$ cat src/rtl/mw_add5_seq_if.sv
// Operand-in / sum-out stream bundle between the producer/consumer and the mw_add5_seq sequencer.
// Both streams use valid/ready: a word moves on a rising edge where valid and ready are both high; valid never waits on ready.
interface mw_add5_seq_if;
  logic       in_valid;
  logic       in_ready;
  logic [4:0] in_a;
  logic [4:0] in_b;
  logic       in_first;
  logic       in_last;
  logic       in_sub;
  logic       out_valid;
  logic       out_ready;
  logic [4:0] out_y;
  logic       out_last;
  logic       out_cout;

  modport master (
    output in_valid, in_a, in_b, in_first, in_last, in_sub, out_ready,
    input  in_ready, out_valid, out_y, out_last, out_cout
  );

  modport slave (
    input  in_valid, in_a, in_b, in_first, in_last, in_sub, out_ready,
    output in_ready, out_valid, out_y, out_last, out_cout
  );
endinterface

$ cat src/rtl/mw_add5_seq.sv
// Multi-word add/subtract sequencer driving an external 5-bit ripple adder; chains carries word to word, LSW first.
// 5-bit buses use the adder's bit order: [4] is the LSB, [0] is the MSB.
module mw_add5_seq #(
  parameter int MAX_WORDS = 8,
  parameter int CNT_W     = 4
) (
  input  logic            clk,
  input  logic            rst_n,
  mw_add5_seq_if.slave    bus,
  output logic [4:0]      add_a,
  output logic [4:0]      add_b,
  output logic            add_cin,
  input  logic [4:0]      add_y,
  input  logic            add_cout,
  output logic            err_proto,
  output logic            err_len,
  output logic            dbg_state_o,
  output logic [CNT_W-1:0] dbg_cnt_o,
  output logic            dbg_carry_o
);

  typedef enum logic {IDLE = 1'b0, RUN = 1'b1} state_e;

  localparam logic [CNT_W-1:0] CNT_MAX = CNT_W'(MAX_WORDS);
  localparam logic [CNT_W-1:0] CNT_SAT = CNT_W'(MAX_WORDS + 1);
  localparam logic [CNT_W-1:0] CNT_ONE = CNT_W'(1);

  state_e           state_q, state_d;
  logic             carry_q, carry_d;
  logic             sub_q, sub_d;
  logic [CNT_W-1:0] cnt_q, cnt_d;
  logic             out_valid_q, out_valid_d;
  logic [4:0]       out_y_q, out_y_d;
  logic             out_last_q, out_last_d;
  logic             out_cout_q, out_cout_d;
  logic             err_proto_q, err_proto_d;
  logic             err_len_q, err_len_d;

  logic accept;
  logic start;
  logic sub_eff;

  // A word arriving while idle starts a chain even without in_first.
  assign start   = (state_q == IDLE) | bus.in_first;
  assign sub_eff = start ? bus.in_sub : sub_q;

  assign bus.in_ready = !out_valid_q | bus.out_ready;
  assign accept       = bus.in_valid & bus.in_ready;

  assign add_a   = bus.in_a;
  assign add_b   = sub_eff ? ~bus.in_b : bus.in_b;
  assign add_cin = start ? bus.in_sub : carry_q;

  always_comb begin
    state_d     = state_q;
    carry_d     = carry_q;
    sub_d       = sub_q;
    cnt_d       = cnt_q;
    out_valid_d = out_valid_q;
    out_y_d     = out_y_q;
    out_last_d  = out_last_q;
    out_cout_d  = out_cout_q;
    err_proto_d = 1'b0;
    err_len_d   = 1'b0;

    if (accept) begin
      out_y_d     = add_y;
      out_last_d  = bus.in_last;
      out_cout_d  = add_cout;
      out_valid_d = 1'b1;
      carry_d     = add_cout;

      if (start) begin
        sub_d = bus.in_sub;
        cnt_d = CNT_ONE;
      end else if (cnt_q != CNT_SAT) begin
        cnt_d = cnt_q + CNT_ONE;
      end

      err_proto_d = (state_q == IDLE) ? !bus.in_first : bus.in_first;
      err_len_d   = (state_q == RUN) && (cnt_q == CNT_MAX) && !bus.in_last;

      // Closing word of any chain, even a one-word chain, returns to IDLE.
      if (bus.in_last) begin
        state_d = IDLE;
        cnt_d   = '0;
      end else begin
        state_d = RUN;
      end
    end else if (bus.out_ready) begin
      out_valid_d = 1'b0;
    end
  end

  always_ff @(posedge clk or negedge rst_n) begin
    if (!rst_n) begin
      state_q     <= IDLE;
      carry_q     <= 1'b0;
      sub_q       <= 1'b0;
      cnt_q       <= '0;
      out_valid_q <= 1'b0;
      out_y_q     <= 5'd0;
      out_last_q  <= 1'b0;
      out_cout_q  <= 1'b0;
      err_proto_q <= 1'b0;
      err_len_q   <= 1'b0;
    end else begin
      state_q     <= state_d;
      carry_q     <= carry_d;
      sub_q       <= sub_d;
      cnt_q       <= cnt_d;
      out_valid_q <= out_valid_d;
      out_y_q     <= out_y_d;
      out_last_q  <= out_last_d;
      out_cout_q  <= out_cout_d;
      err_proto_q <= err_proto_d;
      err_len_q   <= err_len_d;
    end
  end

  assign bus.out_valid = out_valid_q;
  assign bus.out_y     = out_y_q;
  assign bus.out_last  = out_last_q;
  assign bus.out_cout  = out_cout_q;
  assign err_proto     = err_proto_q;
  assign err_len       = err_len_q;

  assign dbg_state_o = state_q;
  assign dbg_cnt_o   = cnt_q;
  assign dbg_carry_o = carry_q;

endmodule
$ cat src/flat_wrapper.sv
// flat-port wrapper written by rule: the top's interface ports become plain ports
module mw_add5_seq_flat 
#(
  parameter int MAX_WORDS = 8,
  parameter int CNT_W     = 4
)
  (clk, rst_n, add_a, add_b, add_cin, add_y, add_cout, err_proto, err_len, dbg_state_o, dbg_cnt_o, dbg_carry_o, bus_in_valid, bus_in_a, bus_in_b, bus_in_first, bus_in_last, bus_in_sub, bus_out_ready, bus_in_ready, bus_out_valid, bus_out_y, bus_out_last, bus_out_cout);
  mw_add5_seq_if bus_i ();
  input  logic clk;
  input  logic rst_n;
  output logic [4:0] add_a;
  output logic [4:0] add_b;
  output logic add_cin;
  input  logic [4:0] add_y;
  input  logic add_cout;
  output logic err_proto;
  output logic err_len;
  output logic dbg_state_o;
  output logic [CNT_W-1:0] dbg_cnt_o;
  output logic dbg_carry_o;
  input wire logic [$bits(bus_i.in_valid)-1:0] bus_in_valid;
  input wire logic [$bits(bus_i.in_a)-1:0] bus_in_a;
  input wire logic [$bits(bus_i.in_b)-1:0] bus_in_b;
  input wire logic [$bits(bus_i.in_first)-1:0] bus_in_first;
  input wire logic [$bits(bus_i.in_last)-1:0] bus_in_last;
  input wire logic [$bits(bus_i.in_sub)-1:0] bus_in_sub;
  input wire logic [$bits(bus_i.out_ready)-1:0] bus_out_ready;
  output wire logic [$bits(bus_i.in_ready)-1:0] bus_in_ready;
  output wire logic [$bits(bus_i.out_valid)-1:0] bus_out_valid;
  output wire logic [$bits(bus_i.out_y)-1:0] bus_out_y;
  output wire logic [$bits(bus_i.out_last)-1:0] bus_out_last;
  output wire logic [$bits(bus_i.out_cout)-1:0] bus_out_cout;
  assign bus_i.in_valid = bus_in_valid;
  assign bus_i.in_a = bus_in_a;
  assign bus_i.in_b = bus_in_b;
  assign bus_i.in_first = bus_in_first;
  assign bus_i.in_last = bus_in_last;
  assign bus_i.in_sub = bus_in_sub;
  assign bus_i.out_ready = bus_out_ready;
  assign bus_in_ready = bus_i.in_ready;
  assign bus_out_valid = bus_i.out_valid;
  assign bus_out_y = bus_i.out_y;
  assign bus_out_last = bus_i.out_last;
  assign bus_out_cout = bus_i.out_cout;
  mw_add5_seq #(.MAX_WORDS(MAX_WORDS), .CNT_W(CNT_W)) u_core (.clk(clk), .rst_n(rst_n), .bus(bus_i), .add_a(add_a), .add_b(add_b), .add_cin(add_cin), .add_y(add_y), .add_cout(add_cout), .err_proto(err_proto), .err_len(err_len), .dbg_state_o(dbg_state_o), .dbg_cnt_o(dbg_cnt_o), .dbg_carry_o(dbg_carry_o));
endmodule
$ cat config.mk
export PLATFORM = sky130hd
export DESIGN_NAME = mw_add5_seq_flat
export DESIGN_NICKNAME = d
export VERILOG_FILES = /design/src/rtl/mw_add5_seq_if.sv /design/src/rtl/mw_add5_seq.sv /design/src/flat_wrapper.sv
export SDC_FILE = /design/constraint.sdc
export NUM_CORES = 1
export LEC_CHECK = 0
export ABC_CLOCK_PERIOD_IN_PS = 1500
export BUFFER_PORTS_ARGS = -buffer_cell sky130_fd_sc_hd__buf_4
export CELL_PAD_IN_SITES_DETAIL_PLACEMENT = 0
export CELL_PAD_IN_SITES_GLOBAL_PLACEMENT = 1
export CORE_UTILIZATION = 28
export CTS_CLUSTER_SIZE = 25
export DETAILED_ROUTE_END_ITERATION = 7
export PLACE_DENSITY = 0.85
export SYNTH_ARGS = -nofsm -noshare
export SYNTH_HDL_FRONTEND = slang
export SYNTH_SLANG_ARGS = --single-unit
$ cat constraint.sdc
create_clock -name clk -period 1.5 [get_ports clk]
set_clock_uncertainty 0.2 [all_clocks]
set_input_delay 0.075 -clock clk [delete_from_list [all_inputs] [get_ports clk]]
set_output_delay 0.075 -clock clk [all_outputs]
set_load 0.01 [all_outputs]
Word-level counts from Yosys, hierarchy flattened
Cells that the tools add are included.
{ "word_totals": {"reg_bits": 16, "input_bits": 23, "out_inout_bits": 28, "wordCells": 37} }
{ "classes": {"add_sub_neg": 1, "n_eq_ne": 2, "n_mux": 12, "bitwise": 5, "n_reduce_logical": 8} }
{ "ops": {"columns": ["operator", "n"], "rows": [
  ["4-bit two-way mux", 3],
  ["1-bit two-way mux", 8],
  ["5-bit two-way mux", 1],
  ["5-bit NOT", 1],
  ["4-bit by 1-bit adder with 4-bit output (second input constant)", 1],
  ["4-bit equality test (second input constant)", 1],
  ["4-bit inequality test (second input constant)", 1],
  ["1-bit zero test", 3],
  ["3-bit nonzero test", 1],
  ["1-bit logical AND", 2],
  ["1-bit bitwise OR", 2],
  ["2-bit AND reduction", 1],
  ["2-bit nonzero test", 1],
  ["1-bit bitwise AND", 1],
  ["1-bit NOT", 1]
]} }

Longest topological paths before layout
{ "logic_depth": {"word_depth": 4, "depth_mapped": 5, "depth_no_buf": 5} }

Least setup slack after synthesis
OpenSTA, ideal clock, no wires.
{ "synth_timing": {"kind": "reg2out", "from": "register u_core.state_q (netlist: u_core.dbg_state_o)", "to": "output add_b[0]", "t_arrival_ns": 1.273, "t_required_ns": 1.225, "path_slack_ns": -0.048, "path_stages_with_launch": 4, "n_path_buf": 0, "cell_sequence": "dfrtp_1 -> ha_1 -> mux2i_4 -> xnor2_1"} }
{ "synth_between": {"elab_chain_cells": 4} }
{ "synth_rtl": {"columns": ["element", "line_no", "text"], "rows": [
  ["start, declared", "mw_add5_seq.sv:28", "state_e state_q, state_d;"],
  ["start signal, assigned", "mw_add5_seq.sv:108", "state_q <= state_d;"],
  ["1-bit NOT", null, null],
  ["1-bit bitwise OR", "mw_add5_seq.sv:44", "assign start = (state_q == IDLE) | bus.in_first;"],
  ["1-bit two-way mux", "mw_add5_seq.sv:45", "assign sub_eff = start ? bus.in_sub : sub_q;"],
  ["5-bit two-way mux", "mw_add5_seq.sv:51", "assign add_b = sub_eff ? ~bus.in_b : bus.in_b;"],
  ["end, declared", "flat_wrapper.sv:12", "output logic [4:0] add_b;"]
]} }
Every way passes these cells.

Worst setup path after layout
{ "layout_timing": {"from": "register u_core.state_q (netlist: u_core.dbg_state_o)", "to": "output add_cin"} }
{ "layout_between": {"elab_chain_cells": 3} }
{ "layout_rtl": {"columns": ["element", "line_no", "text"], "rows": [
  ["1-bit NOT", null, null],
  ["1-bit bitwise OR", "mw_add5_seq.sv:44", null],
  ["1-bit two-way mux", "mw_add5_seq.sv:52", "assign add_cin = start ? bus.in_sub : carry_q;"],
  ["end, declared", "flat_wrapper.sv:13", "output logic add_cin;"]
]} }
Every way passes these cells.

==> impl_metrics.toml <==
[sta]
fmax_mhz = 557.1
rsz0062_at_grt = "yes"
fin_hold_ws_ps = 10.56
setup_viol = 11
finalCriticalPeriod_ps = 1795
fin_crit_sh_pct = 119.7
drv_slew = 0
worst_slack_ps = -294.9
hold_violations = 0
tns_ps = -1912
worst_slew_pin_slew_ps = 305.8
max_slew_margin_pct = 79.18

[grt]
grt_max_degree = 17
grt_usage_pct = 12.91
grt_pass1_wl_mm = 3.222
gr-total-overflow = 0
grt_pass1_vias = 767
grt_antenna_before_repair = 0

[power]
power_mw = 1.306
leakagePower_nw = 0.7078
powerDensity_mw_per_mm2 = 851.6
peakVddDrop_uv = 391.0

[finish]
nets = 166
finalNonFillerCells = 182
final_cell_mix = "buf_4, dlygate4sd3_1, dfrtp_1, mux2_2, xnor2_1"
area_growth_pct = 70.99
diodes = 0
mostFrequentLayoutCell = "buf_4"
drive_above_1_share_pct = 53.62
fillers = 293
finish.utilization_pct = 50.25
multiInputGateArea_um2 = 456.7
final_area_mm2 = 0.001534
seqCellArea_um2 = 401.6

[placed_design]
dp.cells = 154
hpwl_mm = 1.568
finalWeightedCongestion = 0.7809
postPlaceCellArea_mm2 = 0.001210
post-place-ws_ps = -5.746
port-buffer-count = 40

[synthesis]
ys_types = 23
synth_top_family_by_area = "multiplexers"
ys_seq_area_share_pct = 44.63
syn_nets = 102
syn_inst = 75
yosys_warnings = 0
synth-xor-area-share_pct = 4.881
synthMuxAreaShare_pct = 13.67
synth_simple_gate_area_share_pct = 11.72
ys_ff_latch = 16
syn_area_per_cell_um2 = 11.96
synth-compound-area-share_pct = 9.066
synth_fa_ha_area_share_pct = 5.579
netlist_area_um2 = 897.1

[detailed_routing]
wl_mm = 2.266
firstDrtPassIters = 4
post-route-drc-count = 0
postRouteAntennaNets = 0
drtIter0Drc = 10
viasPerCell = 4.341
wire_per_inst_um = 12.45
vias = 790

[flow_run]
maxCapViolCount = 0

[die]
initial_core_util_pct = 29.39
fp.dieW_um = 58.61
row_count = 20
die_area_mm2 = 0.003435
ios = 51
fp.coreArea_mm2 = 0.003053
die_h_um = 58.61

[critical_path]
criticalPathCategory = "flip-flop to output port"
worstPathMaxFanout = 3
startpoint_type = "flip-flop"
worstPathRequired_ps = 1220
crit_arrival_ps = 1520
worstSetupEndpointType = "output port"

[clock_tree]
numCtsBuffers = 3
clockBufferDepth = 2
cts_num_sinks = 16
cts-root-buf = "clkbuf_4"
cts-htree-levels = 1
clock_insertion_delay_worst_skew_ps = 280
cts_tree = "built"
path_clk_slew_ps = 100

[outcome]
status = "finished with violations"
violations = "setup timing"

[min_path]
hp-class = "input pin to flip-flop"
==> cell usage after synthesis <==
cell	number	area share, %
nand2_1	3	1.3
o2bb2ai_1	3	2.9
nand2b_4	1	1.5
inv_1	5	2.1
mux2i_1	1	1.1
nand2b_1	3	2.1
and3_1	2	1.4
mux2i_4	1	2.5
nand3b_1	2	1.7
a31oi_1	1	0.70
a2bb2oi_1	1	0.98
mux2_2	8	10
buf_4	7	5.9
nand4bb_1	1	1.3
ha_1	4	5.6
buf_6	2	2.5
a21oi_1	2	1.1
o211ai_1	4	3.3
dfrtp_1	16	45
xnor2_1	5	4.9
nor3_1	1	0.56
and2_4	1	0.98
nand4b_1	1	0.98
==> sequential cells by signal, summed over array words and instances (netlist names) <==
name                  count
u_core.sub_q              1
u_core.bus.out_last       1
u_core.err_len            1
u_core.bus.out_valid      1
u_core.dbg_cnt_o          4
u_core.dbg_carry_o        1
u_core.dbg_state_o        1
u_core.err_proto          1
u_core.bus.out_y          5
==> worst paths after layout <==
kind	startpoint	to	slack [ps]	cells past startpoint
setup / recovery	u_core.dbg_state_o	add_cin	-290	5
hold / removal	bus_out_ready	u_core.err_proto	10	3
setup reg to reg	u_core.dbg_state_o	u_core.dbg_cnt_o[1]	-90	7
hold reg to reg	u_core.bus.out_y[2]	u_core.bus.out_y[2]	320	1
max in group asynchronous	rst_n	u_core.dbg_cnt_o[0]	380	3
min in group asynchronous	rst_n	u_core.err_len	530	3
==> layer usage <==
layer | track usage [%] | share of wire [%]
met1 | 14.36 | 42
met2 | 23.48 | 53
met3 | 1.538 | 3.8
met4 | 7.823 | 1.2
met5 | 0 | 0
==> worst max-delay path, stage by stage (launching register included) <==
cell and delay (ps):
dfrtp_1 420, ha_4 180, buf_4 130, buf_6 110, mux2_2 270, buf_6 120
==> power breakdown <==
part	switching (mW)	internal, mW	total [mW]
sequential	0.0375	0.480	0.518
clock	0.141	0.148	0.289
combinational	0.201	0.299	0.500
==> cells by family (layout without fill, tap and decap cells) <==
| family | Yosys count | in the layout |
|---|---|---|
| buf+inv | 14 | 77 |
| xor+xnor | 5 | 5 |
| simple gates | 15 | 15 |
| flops | 16 | 16 |
| mux | 10 | 10 |
| fa+ha+maj | 4 | 4 |
| compound gates | 11 | 11 |
==> what timing repair did <==
action	in CTS	in global routing
resized for setup	1	11
cloned	0	0
pin swaps	2	7
setup buffers	2	6
endpoints found under the hold margin	37	16
hold buffers	16	1
endpoints found under the setup margin	6	27
==> cell type report <==
type	count	share of cell area (%)
repair buffers	68	36.87
multi-input cells	45	29.77
flip-flops and latches	16	26.18
well taps	44	3.589
clock buffers	4	2.365
inverters	5	1.223
Note: power is estimated with default switching activity, not from simulation.
